[src/rtl/barrett_mu_precomp.sv]
// Barrett constant precomputation: finds the bit length k of a modulus m and
// derives mu = floor(2^(2k)/m) by restoring division, one quotient bit per cycle.

package multiplier_pkg;
    parameter int DATA_LENGTH = 64;
endpackage

module barrett_mu_precomp #(
    parameter int DATA_LENGTH = multiplier_pkg::DATA_LENGTH
) (
    input  logic                   clk_i,
    input  logic                   rst_ni,
    input  logic                   start_i,
    input  logic [DATA_LENGTH-1:0] m_i,
    output logic                   busy_o,
    output logic                   valid_o,
    output logic                   err_o,
    output logic [DATA_LENGTH-1:0] m_o,
    output logic [DATA_LENGTH-1:0] m_bl_o,
    output logic [DATA_LENGTH-1:0] mu_o
);

    localparam int KW = $clog2(DATA_LENGTH + 1);
    localparam int CW = KW + 1;

    typedef enum logic [1:0] {
        S_IDLE   = 2'd0,
        S_BITLEN = 2'd1,
        S_DIVIDE = 2'd2,
        S_DONE   = 2'd3
    } state_t;

    state_t                 r_state;
    state_t                 w_state_nx;

    logic [DATA_LENGTH-1:0] r_m;
    logic [KW-1:0]          r_k;
    logic [CW-1:0]          r_cnt;
    logic [DATA_LENGTH:0]   r_rem;
    logic [DATA_LENGTH-1:0] r_quo;
    logic [DATA_LENGTH-1:0] r_mu;
    logic [KW-1:0]          r_mbl;
    logic                   r_err;

    logic [KW-1:0]          w_k;
    logic                   w_legal;
    logic                   w_first_step;
    logic [DATA_LENGTH:0]   w_rem_sh;
    logic [DATA_LENGTH:0]   w_m_ext;
    logic                   w_ge;
    logic [DATA_LENGTH:0]   w_rem_nx;
    logic [DATA_LENGTH-1:0] w_quo_nx;

    // Priority encoder: the highest set bit wins, giving its index + 1.
    function automatic logic [KW-1:0] f_bitlen(input logic [DATA_LENGTH-1:0] v);
        logic [KW-1:0] k;
        k = '0;
        for (int i = 0; i < DATA_LENGTH; i++) begin
            if (v[i]) begin
                k = KW'(i + 1);
            end
        end
        return k;
    endfunction

    assign w_k     = f_bitlen(r_m);
    assign w_legal = (w_k != '0) && (w_k <= KW'(DATA_LENGTH - 2));

    // The dividend 2^(2k) contributes its single 1 bit on the very first step.
    assign w_first_step = (r_cnt == {r_k, 1'b0});
    assign w_rem_sh     = (r_rem << 1) | {{DATA_LENGTH{1'b0}}, w_first_step};
    assign w_m_ext      = {1'b0, r_m};
    assign w_ge         = (w_rem_sh >= w_m_ext);
    assign w_rem_nx     = w_ge ? (w_rem_sh - w_m_ext) : w_rem_sh;
    assign w_quo_nx     = (r_quo << 1) | {{(DATA_LENGTH-1){1'b0}}, w_ge};

    always_ff @(posedge clk_i or negedge rst_ni) begin
        if (!rst_ni) begin
            r_state <= S_IDLE;
        end else begin
            r_state <= w_state_nx;
        end
    end

    always_comb begin
        w_state_nx = r_state;
        case (r_state)
            S_IDLE:   w_state_nx = start_i ? S_BITLEN : S_IDLE;
            S_BITLEN: w_state_nx = w_legal ? S_DIVIDE : S_DONE;
            S_DIVIDE: w_state_nx = (r_cnt == '0) ? S_DONE : S_DIVIDE;
            S_DONE:   w_state_nx = S_IDLE;
            default:  w_state_nx = S_IDLE;
        endcase
    end

    always_comb begin
        busy_o  = 1'b0;
        valid_o = 1'b0;
        case (r_state)
            S_IDLE:   busy_o = 1'b0;
            S_BITLEN: busy_o = 1'b1;
            S_DIVIDE: busy_o = 1'b1;
            S_DONE: begin
                busy_o  = 1'b1;
                valid_o = 1'b1;
            end
            default:  busy_o = 1'b0;
        endcase
    end

    always_ff @(posedge clk_i or negedge rst_ni) begin
        if (!rst_ni) begin
            r_m   <= '0;
            r_k   <= '0;
            r_cnt <= '0;
            r_rem <= '0;
            r_quo <= '0;
            r_mu  <= '0;
            r_mbl <= '0;
            r_err <= 1'b0;
        end else begin
            case (r_state)
                S_IDLE: begin
                    if (start_i) begin
                        r_m   <= m_i;
                        r_mu  <= '0;
                        r_mbl <= '0;
                        r_err <= 1'b0;
                    end
                end
                S_BITLEN: begin
                    r_k <= w_k;
                    if (w_legal) begin
                        r_cnt <= {w_k, 1'b0};
                        r_rem <= '0;
                        r_quo <= '0;
                    end else begin
                        r_err <= 1'b1;
                        r_mu  <= '0;
                        r_mbl <= '0;
                    end
                end
                S_DIVIDE: begin
                    r_rem <= w_rem_nx;
                    r_quo <= w_quo_nx;
                    if (r_cnt == '0) begin
                        r_mu  <= w_quo_nx;
                        r_mbl <= r_k;
                    end else begin
                        r_cnt <= r_cnt - 1'b1;
                    end
                end
                default: begin
                end
            endcase
        end
    end

    assign err_o  = r_err;
    assign m_o    = r_m;
    assign m_bl_o = {{(DATA_LENGTH-KW){1'b0}}, r_mbl};
    assign mu_o   = r_mu;

endmodule
[config.mk]
export PLATFORM = sky130hd
export DESIGN_NAME = barrett_mu_precomp
export DESIGN_NICKNAME = d
export VERILOG_FILES = /design/src/rtl/barrett_mu_precomp.sv
export SDC_FILE = /design/constraint.sdc
export NUM_CORES = 1
export LEC_CHECK = 0
export BUFFER_PORTS_ARGS = -buffer_cell sky130_fd_sc_hd__buf_4
export CAP_MARGIN = 20
export CORE_ASPECT_RATIO = 1.75
export CORE_MARGIN = 5
export CORE_UTILIZATION = 45
export CTS_BUF_LIST = sky130_fd_sc_hd__clkbuf_16
export DETAILED_ROUTE_END_ITERATION = 8
export PLACE_DENSITY_LB_ADDON = 0.2
export SYNTH_ARGS = -nofsm -noshare
export SYNTH_HDL_FRONTEND = slang
export SYNTH_SLANG_ARGS = --single-unit
[constraint.sdc]
create_clock -name clk_i -period 6.3 [get_ports clk_i]
set_input_delay 1.26 -clock clk_i [delete_from_list [all_inputs] [get_ports clk_i]]
set_output_delay 1.26 -clock clk_i [all_outputs]
set_load 0.05 [all_outputs]
Word-level counts from Yosys, hierarchy flattened
Index checks and enable logic that the tools add are counted.
{ "totals": {"regBits": 280, "input_bits": 67, "out_inout_bits": 195, "wordCells": 126} }
{ "classes": {"n_addsub": 2, "magnitude_cmp": 2, "eq_ne": 9, "muxes": 89, "n_bitwise": 2, "reduce_logical": 13} }
{ "op_table": {"columns": ["cell", "n"], "rows": [
  ["2-to-1 mux 7 bit", 62],
  ["2-to-1 mux 64 bit", 5],
  ["one-hot mux 64 bit (3 select lines)", 1],
  ["one-hot mux 64 bit (2 select lines)", 1],
  ["one-hot mux 63 bit (2 select lines)", 1],
  ["greater-or-equal comparator 65 x 64 -> 1 bit", 1],
  ["bitwise OR 65 x 1 -> 65 bit", 1],
  ["bitwise OR 64 x 1 -> 64 bit", 1],
  ["subtractor 64 bit", 1],
  ["2-to-1 mux 63 bit", 1],
  ["one-hot mux 7 bit (3 select lines)", 1],
  ["2-to-1 mux 8 bit", 2],
  ["one-hot mux 8 bit (2 select lines)", 1],
  ["!= test 2 bit (second input constant)", 5],
  ["== test 8 bit", 1],
  ["zero test 8 bit", 1],
  ["one-hot mux 2 bit (4 select lines)", 1],
  ["subtractor 8 x 1 -> 8 bit (second input constant)", 1],
  ["less-or-equal comparator 7 x 6 -> 1 bit (second input constant)", 1],
  ["2-to-1 mux 1 bit", 7],
  ["nonzero test 7 bit", 1],
  ["2-to-1 mux 3 bit", 2],
  ["AND reduction 3 bit", 2],
  ["== test 2 bit (second input constant)", 2],
  ["10 further kinds", 14]
]} }

Logic depth before layout (Yosys ltp)
Gate-level depths: netlist of run 1.
{ "depth": {"depth_word": 68, "mapped_depth": 17, "mapped_depth_nobuf": 15} }

Worst setup path after synthesis of run 1
No wires, ideal clock.
{ "synth_timing": {"kind": "register -> register", "start": "register r_m[61], in the netlist m_o[61]", "end": "register r_rem[39]", "setup_ns": 0.126, "arrival_time_ns": 3.304, "slack_ns": 2.871, "path_stages_with_launch": 14, "cell_sequence": "dfrtp_1 > inv_1 > ha_1 > buf_4 > nand4b_1 > or4_1 > or4_1 > nor4_2 > nor4_1 > a21boi_4 > buf_6 > nor2b_1 > and3_1 > a221o_1"} }
{ "synth_between": {"elab_chain_len": 7, "word_cells_on_any_way": 11} }
{ "synth_lines": {"columns": ["element", "line_no", "source"], "rows": [
  ["start, declared", "36", "logic [DATA_LENGTH-1:0] r_m;"],
  ["start signal, assigned", "125", "r_m <= m_i;"],
  ["branches (longest 7 deep; another with greater-or-equal comparator 65 x 64 -> 1 bit)", null, null],
  ["end signal, assigned", "144", "r_rem <= w_rem_nx;"],
  ["end, declared", "39", "logic [DATA_LENGTH:0] r_rem;"]
]} }
Parallel ways; which one is timed is not known.
A chain may end at the register's enable or synchronous reset.

Worst setup path after layout of run 1
{ "layout_timing": {"start": "register r_cnt[3]", "end": "register r_rem[39]"} }
{ "layout_between": {"elab_chain_len": 5, "word_cells_on_any_way": 6} }
{ "layout_lines": {"columns": ["element", "line_no", "source"], "rows": [
  ["start, declared", "38", "logic [CW-1:0] r_cnt;"],
  ["start signal, assigned", "134", "r_cnt <= {w_k, 1'b0};"],
  ["start signal, assigned", "150", "r_cnt <= r_cnt - 1'b1;"],
  ["== test 8 bit (*)", "70", "assign w_first_step = (r_cnt == {r_k, 1'b0});"],
  ["bitwise OR 65 x 1 -> 65 bit (*)", "71", "assign w_rem_sh = (r_rem << 1) | {{DATA_LENGTH{1'b0}}, w_first_step};"],
  ["subtractor 64 bit or greater-or-equal comparator 65 x 64 -> 1 bit (tied branches)", "74, 73", null],
  ["2-to-1 mux 64 bit (*)", "74", "assign w_rem_nx = w_ge ? (w_rem_sh - w_m_ext) : w_rem_sh;"],
  ["one-hot mux 64 bit (2 select lines) (*)", "122", "case (r_state)"]
]} }
Every way passes the cells marked *; elsewhere a longest branch is shown, timed or not.

==> results.json, run 1 <==
{
  "outcome": "finished, final reports clean",
  "yosys_register_bits": 280,
  "max_stage_delay_ps": 500,
  "fp.dieW_um": 155,
  "initial_core_util_pct": 45.3,
  "post_drt_wl_per_cell_um": 19.1,
  "clk_pin_slew_ps": 70,
  "ys_warn_count": 0,
  "ant_nets": 0,
  "dp_hpwl_um": 35500,
  "rsz0062_at_grt": "false",
  "hp-class": "reg2reg",
  "cts_tree": "done",
  "slew_headroom_pct": 30.4,
  "syn_area_mm2": 0.0167,
  "ir_worst_vdd_mv": 0.425,
  "fin_nets": 2145,
  "cp_data_required_time_ps": 6770,
  "grt_pass1_vias": 14341,
  "dieArea_mm2": 0.0411,
  "n_fill_cell": 3494,
  "p_int_mw": 5.86,
  "drc": 0,
  "stdcell_count": 2503,
  "setup_viol": 0,
  "grt_overflow": 0,
  "cp-start-kind": "register",
  "path_buf_inv": 1,
  "setup_tns_ps": 0,
  "multi_input_area_mm2": 0.00859,
  "synth-async-reset-ratio_pct": 100,
  "die_h_um": 264,
  "worstSetupPathType": "reg2reg",
  "power_frac_seq_pct": 24.4,
  "path_cells": "xor2_1 > nor4_1 > nand2_1 > ha_1 > nor2b_1 > o31a_1 > o2111ai_1 > a21boi_1 > o211ai_2 > a31oi_1 > a21boi_4 > buf_12 > nor2b_1 > and3_1 > a221o_1",
  "place_inst": 2451,
  "mostFrequentLayoutCell": "nand2_1",
  "p_switching_mw": 6.14,
  "io_pins": 262,
  "worstReg2RegStart": "r_cnt[3]",
  "cts_resized": 0,
  "crit_slowest_cell": "a21boi_1",
  "drt_iter0_drc": 717,
  "cp-startpoint": "r_cnt[3]",
  "syn_to_final_growth_pct": 15.6,
  "syn_avg_cell_area_um2": 9.02,
  "cap_violations": 0,
  "core-area_mm2": 0.0368,
  "p_per_area_mw_per_mm2": 624,
  "period_share_pct": 70.5,
  "io_buffers": 204,
  "rows": 93,
  "grt_use_total_pct": 22.7,
  "period_minus_slack_ps": 4440,
  "clkPwrFrac_pct": 15.2,
  "root_buffer": "clkbuf_16",
  "synth_edf_count": 0,
  "arrival_ps": 4910,
  "ys.flop_type": "dfrtp_1",
  "antenna_found_initial": 0,
  "clock_path_buffers": 3,
  "cp_max_fo": 73,
  "via_per_inst": 5.62,
  "hold_start": "r_quo[1]",
  "drv_slew": 0,
  "p_sw_share_pct": 51.2,
  "routed_wl_um": 47800,
  "power.leakage_nw": 8.94,
  "drt_pass1_iterations": 7,
  "cts_setup_buffers": 0,
  "htree_num_levels": 1,
  "fmax_ghz": 0.225,
  "num_vias": 14072,
  "crit_family": "compound AO/OA/AOI/OAI gates",
  "synthDistinctLibCells": 91,
  "place_congestion": 0.955,
  "regArea_mm2": 0.00701,
  "grt_max_degree": 139,
  "drive_gt1_share_pct": 18.3,
  "cp-end-kind": "register",
  "numCtsBuffers": 28,
  "synthCells": 1847,
  "antenna_cells": 0,
  "combPwrFrac_pct": 60.5,
  "final_cell_mix": "286 x nand2_1, 280 x dfrtp_1, 214 x buf_4",
  "hold_buffers": 0,
  "clock_skew_ps": 24.5,
  "timing_hold_violations_final": 0,
  "grt_pass1_wl_um": 76200,
  "clock_latency_ps": 580,
  "cpMostUsedCell": "nor2b_1",
  "cts_sinks": 280,
  "ys_seq_area_share_pct": 42.1,
  "tightestPinTransition_ps": 1040
}
[final timing paths]
path / end / slack, ps / cells past startpoint
max in group asynchronous: m_o[36] / 4330 / 2
min in group asynchronous: mu_o[58] / 720 / 1
max reg2reg: r_rem[39] / 1860 / 15
min reg2reg: r_quo[1] / 480 / 2
max: r_rem[39] / 1860 / 15
min: r_quo[1] / 480 / 2
[power groups by stage]
| stage | logic (mW) | registers [mW] | clock network [mW] |
|---|---|---|---|
| floorplan | 4.88 | 3.48 | 0 |
| global route | 7.93 | 2.99 | 1.93 |
| finish | 7.26 | 2.92 | 1.82 |
| CTS | 7.25 | 2.91 | 1.87 |
| detailed placement | 7.23 | 2.94 | 0 |
| global placement | 7.15 | 2.93 | 0 |
[worst register-to-register path, delay by kind of cell, from the launching register on]
kind / cells / cell delay [ps]
DFF: 1 / 440
xor gates and xnor gates: 1 / 180
adders and majority gates: 1 / 230
and+or+nand+nor: 5 / 1000
buffers and inverters: 1 / 310
AOI/OAI and AO/OA: 7 / 2160
[cells in the mapped netlist (all sizes together) (22+ instances only)]
library cell,instances,area [µm²]
clkbuf,43,163
a21oi,114,574
nand2,288,1080
dfrtp,280,7010
a22o,26,228
buf,103,758
nor4,35,259
nor2,118,453
nand3,26,130
inv,96,360
o21ai,217,1090
xor2,26,228
mux2,72,811
ha,71,888
nor3,25,125
a21o,22,165
xnor2,24,210
[through the flow]
step / utilization [%] / total power, mW / setup slack, ps / hold WS [ps] / instance area (µm²)
3_5_place_dp: 49.6 / 10.2 / 1850 / 471 / 18300
5_1_grt: 52.3 / 12.9 / 1560 / 509 / 19200
6_report: 52.3 / 12.0 / 1860 / 480 / 19200
4_1_cts: 52.3 / 12.0 / 1850 / 486 / 19200
3_3_place_gp: 49.6 / 10.1 / 1960 / 463 / 18300
2_1_floorplan: - / 8.36 / 2870 / 450 / 16900
[metal layers]
| metal | GRT usage [%] | routed length [µm] | vias up |
|---|---|---|---|
| li1 | - | - | 6757 |
| met5 | 0 | 0 | - |
| met1 | 25.4 | 17600 | 6720 |
| met4 | 12.1 | 2970 | 0 |
| met3 | 2.89 | 2380 | 147 |
| met2 | 41.3 | 24800 | 448 |
[layout make-up]
cell class,count,area share (%)
sequential,280,36.4
clock buffer,28,3.64
timing repair buffer,219,8.84
inverter,96,1.87
clock inverter,24,1.50
tap,475,3.09
multi-input combinational,1381,44.6
[cells by family (layout without fill, tap and decap cells)]
| family | count (synthesis) | count (layout) | share of synthesized area (%) |
|---|---|---|---|
| and+or+nand+nor | 579 | 579 | 15.8 |
| muxes | 86 | 86 | 5.71 |
| xor gates and xnor gates | 50 | 50 | 2.63 |
| buffers and inverters | 242 | 367 | 7.69 |
| DFF | 280 | 280 | 42.1 |
| AOI/OAI and AO/OA | 537 | 537 | 20.6 |
| adders and majority gates | 72 | 72 | 5.45 |
| other | 1 | 57 | 0.0225 |
[sequential cells by signal, indices dropped and copies added, names as in the netlist]
name and flops:
m_o 64, r_mbl 7, r_rem 64, err_o 1
r_state 2, mu_o 64, r_cnt 8, r_quo 63
r_k 7
No activity file was read; power rests on OpenSTA's default activity.
==> run 2: changes to the inputs <==
ABC_AREA = 1   (was unset)
clock period = 4.2 ns   (was 6.3 ns; I/O delays follow)
==> run 2 against run 1 <==
The flow now finishes with violations (negative setup slack); synthesized cell count increased by 22%; non-clock buffer count increased by 312; power increased by 37%; critical endpoint is now r_rem[9].
==> results.json, run 2 <==
{
  "core-area_mm2": 0.0374,
  "rsz0062_at_grt": "true",
  "period_minus_slack_ps": 5470,
  "clk_pin_slew_ps": 70,
  "synth-xor-area-share_pct": 3.41,
  "dp_hpwl_um": 35500,
  "grt_pass1_vias": 18054,
  "rows": 94,
  "hp-class": "in2async",
  "post_drt_wl_per_cell_um": 19.2,
  "initial_core_util_pct": 45.3,
  "tightestPinTransition_ps": 1020,
  "ir_worst_vdd_mv": 0.413,
  "ys_warn_count": 0,
  "yosys-mux-area-fraction_pct": 0,
  "fp.dieW_um": 157,
  "antenna_found_initial": 0,
  "grt_overflow": 0,
  "clock_skew_ps": 15.3,
  "place_inst": 2991,
  "root_buffer": "clkbuf_16",
  "mostFrequentLayoutCell": "nand2_1",
  "cp_max_fo": 3,
  "netlist.area_leader.share_pct": 41.4,
  "fin_nets": 2843,
  "ff2ff_path_depth": 42,
  "worstSetupPathType": "reg2reg",
  "antenna_cells": 0,
  "final_cell_area_mm2": 0.0250,
  "io_buffers": 204,
  "power.leakage_nw": 13.5,
  "dp_slack_ps": -1130,
  "crit_slowest_cell": "dfrtp_1",
  "cts_tree": "done",
  "syn_avg_cell_area_um2": 7.52,
  "io_pins": 262,
  "clkPwrFrac_pct": 17.5,
  "dieArea_mm2": 0.0418,
  "p_per_area_mw_per_mm2": 660,
  "grt_use_total_pct": 27.6,
  "slew_headroom_pct": 29.9,
  "synth_top_family_by_area": "simple AND/OR/NAND/NOR gates",
  "cpMostUsedCell": "buf_4",
  "drv_slew": 0,
  "drc": 0,
  "synth.top_cells.by_count": "740 x nand2_1, 280 x dfrtp_1, 208 x nand3_1, 193 x inv_1, 112 x o21ai_0",
  "yosys-top-cells-area": "dfrtp_1 41%, nand2_1 16%, nand3_1 6.1%",
  "synth_compound_area_share_pct": 10.3,
  "routed_wl_um": 61500,
  "clock_latency_ps": 580,
  "grt_pass1_wl_um": 93100,
  "violations": "negative setup slack",
  "ys_seq_area_share_pct": 41.4,
  "arrival_ps": 5970,
  "place_congestion": 0.918,
  "p_int_mw": 8.45,
  "num_vias": 17605,
  "combPwrFrac_pct": 61.5,
  "layout_setup_ws_ps": -1270,
  "grt_max_degree": 100,
  "outcome": "complete, but fails checks",
  "synth.most_common_cell": "nand2_1",
  "synthAdderAreaFrac_pct": 5.36,
  "cts_sinks": 280,
  "timing_hold_violations_final": 0,
  "synth_edf_count": 0,
  "final_cell_mix": "506 x nand2_1, 415 x buf_4, 273 x dfrtp_1",
  "power_frac_seq_pct": 21.0,
  "cp-end-kind": "register",
  "stdcell_count": 3203,
  "via_per_inst": 5.50,
  "p_sw_share_pct": 48.7,
  "syn_area_mm2": 0.0169,
  "synth-simple-area-share_pct": 29.0,
  "synth_top_area_cell": "dfrtp_1",
  "cp-start-kind": "register",
  "fmax_ghz": 0.183,
  "yosys_register_bits": 280,
  "max_stage_delay_ps": 430,
  "n_fill_cell": 2999,
  "ys.flop_type": "dfrtp_1",
  "placed_area_mm2": 0.0199,
  "drt_iter0_drc": 1016,
  "cp_data_required_time_ps": 4700,
  "synthCells": 2252,
  "clock_path_buffers": 3,
  "hold_buffers": 0,
  "die_h_um": 267,
  "drive_gt1_share_pct": 37.2,
  "synthDistinctLibCells": 53,
  "setup_tns_ps": -164360,
  "syn_to_final_growth_pct": 47.5,
  "numCtsBuffers": 28,
  "period_share_pct": 130,
  "setup_viol": 209,
  "hold_slack_ps": 326,
  "ant_nets": 0,
  "p_switching_mw": 8.03,
  "synth-async-reset-ratio_pct": 100,
  "cap_violations": 0,
  "drt_pass1_iterations": 5,
  "htree_num_levels": 1
}
## run 2: worst max-delay path, delay by kind of cell (launching register included)
family          cells  cell delay [ps]
buf+inv            27             3290
simple gates       10              820
compound gates      3              490
flops               1              430
fa+ha+maj           1              230
xor+xnor            1              130
## run 2: path summary, 6_finish.rpt
kind                              to  slack, ps  startpoint
setup / recovery            r_rem[9]      -1270    r_cnt[1]
hold / removal             r_quo[15]        330      rst_ni
setup reg to reg            r_rem[9]      -1270    r_cnt[1]
hold reg to reg             mu_o[36]        480    mu_o[36]
max in group asynchronous     m_o[0]       2900      rst_ni
min in group clk_i           m_o[48]        470     m_i[48]
## run 2: cell type report
class,instances,area (µm²),area share [%]
clock inverters,20,305,1.22
flip-flops and latches,280,7020,28.1
well taps,480,601,2.40
clock buffers,29,726,2.90
repair inverters,3,43.8,0.175
inverters,197,767,3.07
repair buffers,531,5350,21.4
multi-input cells,1663,10200,40.7
## run 2: logic make-up (layout without fill, tap and decap cells)
group / after synthesis / after routing
and+or+nand+nor: 1152 / 1154
buffers and inverters: 367 / 780
AOI/OAI and AO/OA: 314 / 314
DFF: 280 / 280
adders and majority gates: 72 / 72
xor gates and xnor gates: 66 / 66
other: 1 / 57
## run 2: through the flow
stage,utilization [%],power [mW]
2_1_floorplan,-,8.36
3_3_place_gp,53.1,10.9
3_5_place_dp,53.1,11.0
4_1_cts,63.5,15.9
5_1_grt,66.8,17.3
6_report,66.8,16.5
## run 2: timing repair
item,4_1_cts,5_1_grt
gates resized for setup,259,334
setup buffers,105,31
pin swaps,107,124
endpoints found under the setup margin,209,210
hold endpoints to repair,0,0
gates cloned,43,10
## run 2: per-layer routing
metal,GRT usage (%),vias up,wire [µm]
met4,15.5,0,4290
li1,-,8181,-
met2,50.7,660,32800
met3,3.89,254,3380
met1,29.8,8510,21000
met5,0,-,0
## run 2: power by group through the flow
stage	registers, mW	logic [mW]	clock network (mW)
finish	3.46	10.1	2.89
global route	3.51	10.7	3.06
detailed placement	3.49	7.47	0
floorplan	4.51	3.85	0
CTS	3.44	9.53	2.93
global placement	3.46	7.41	0
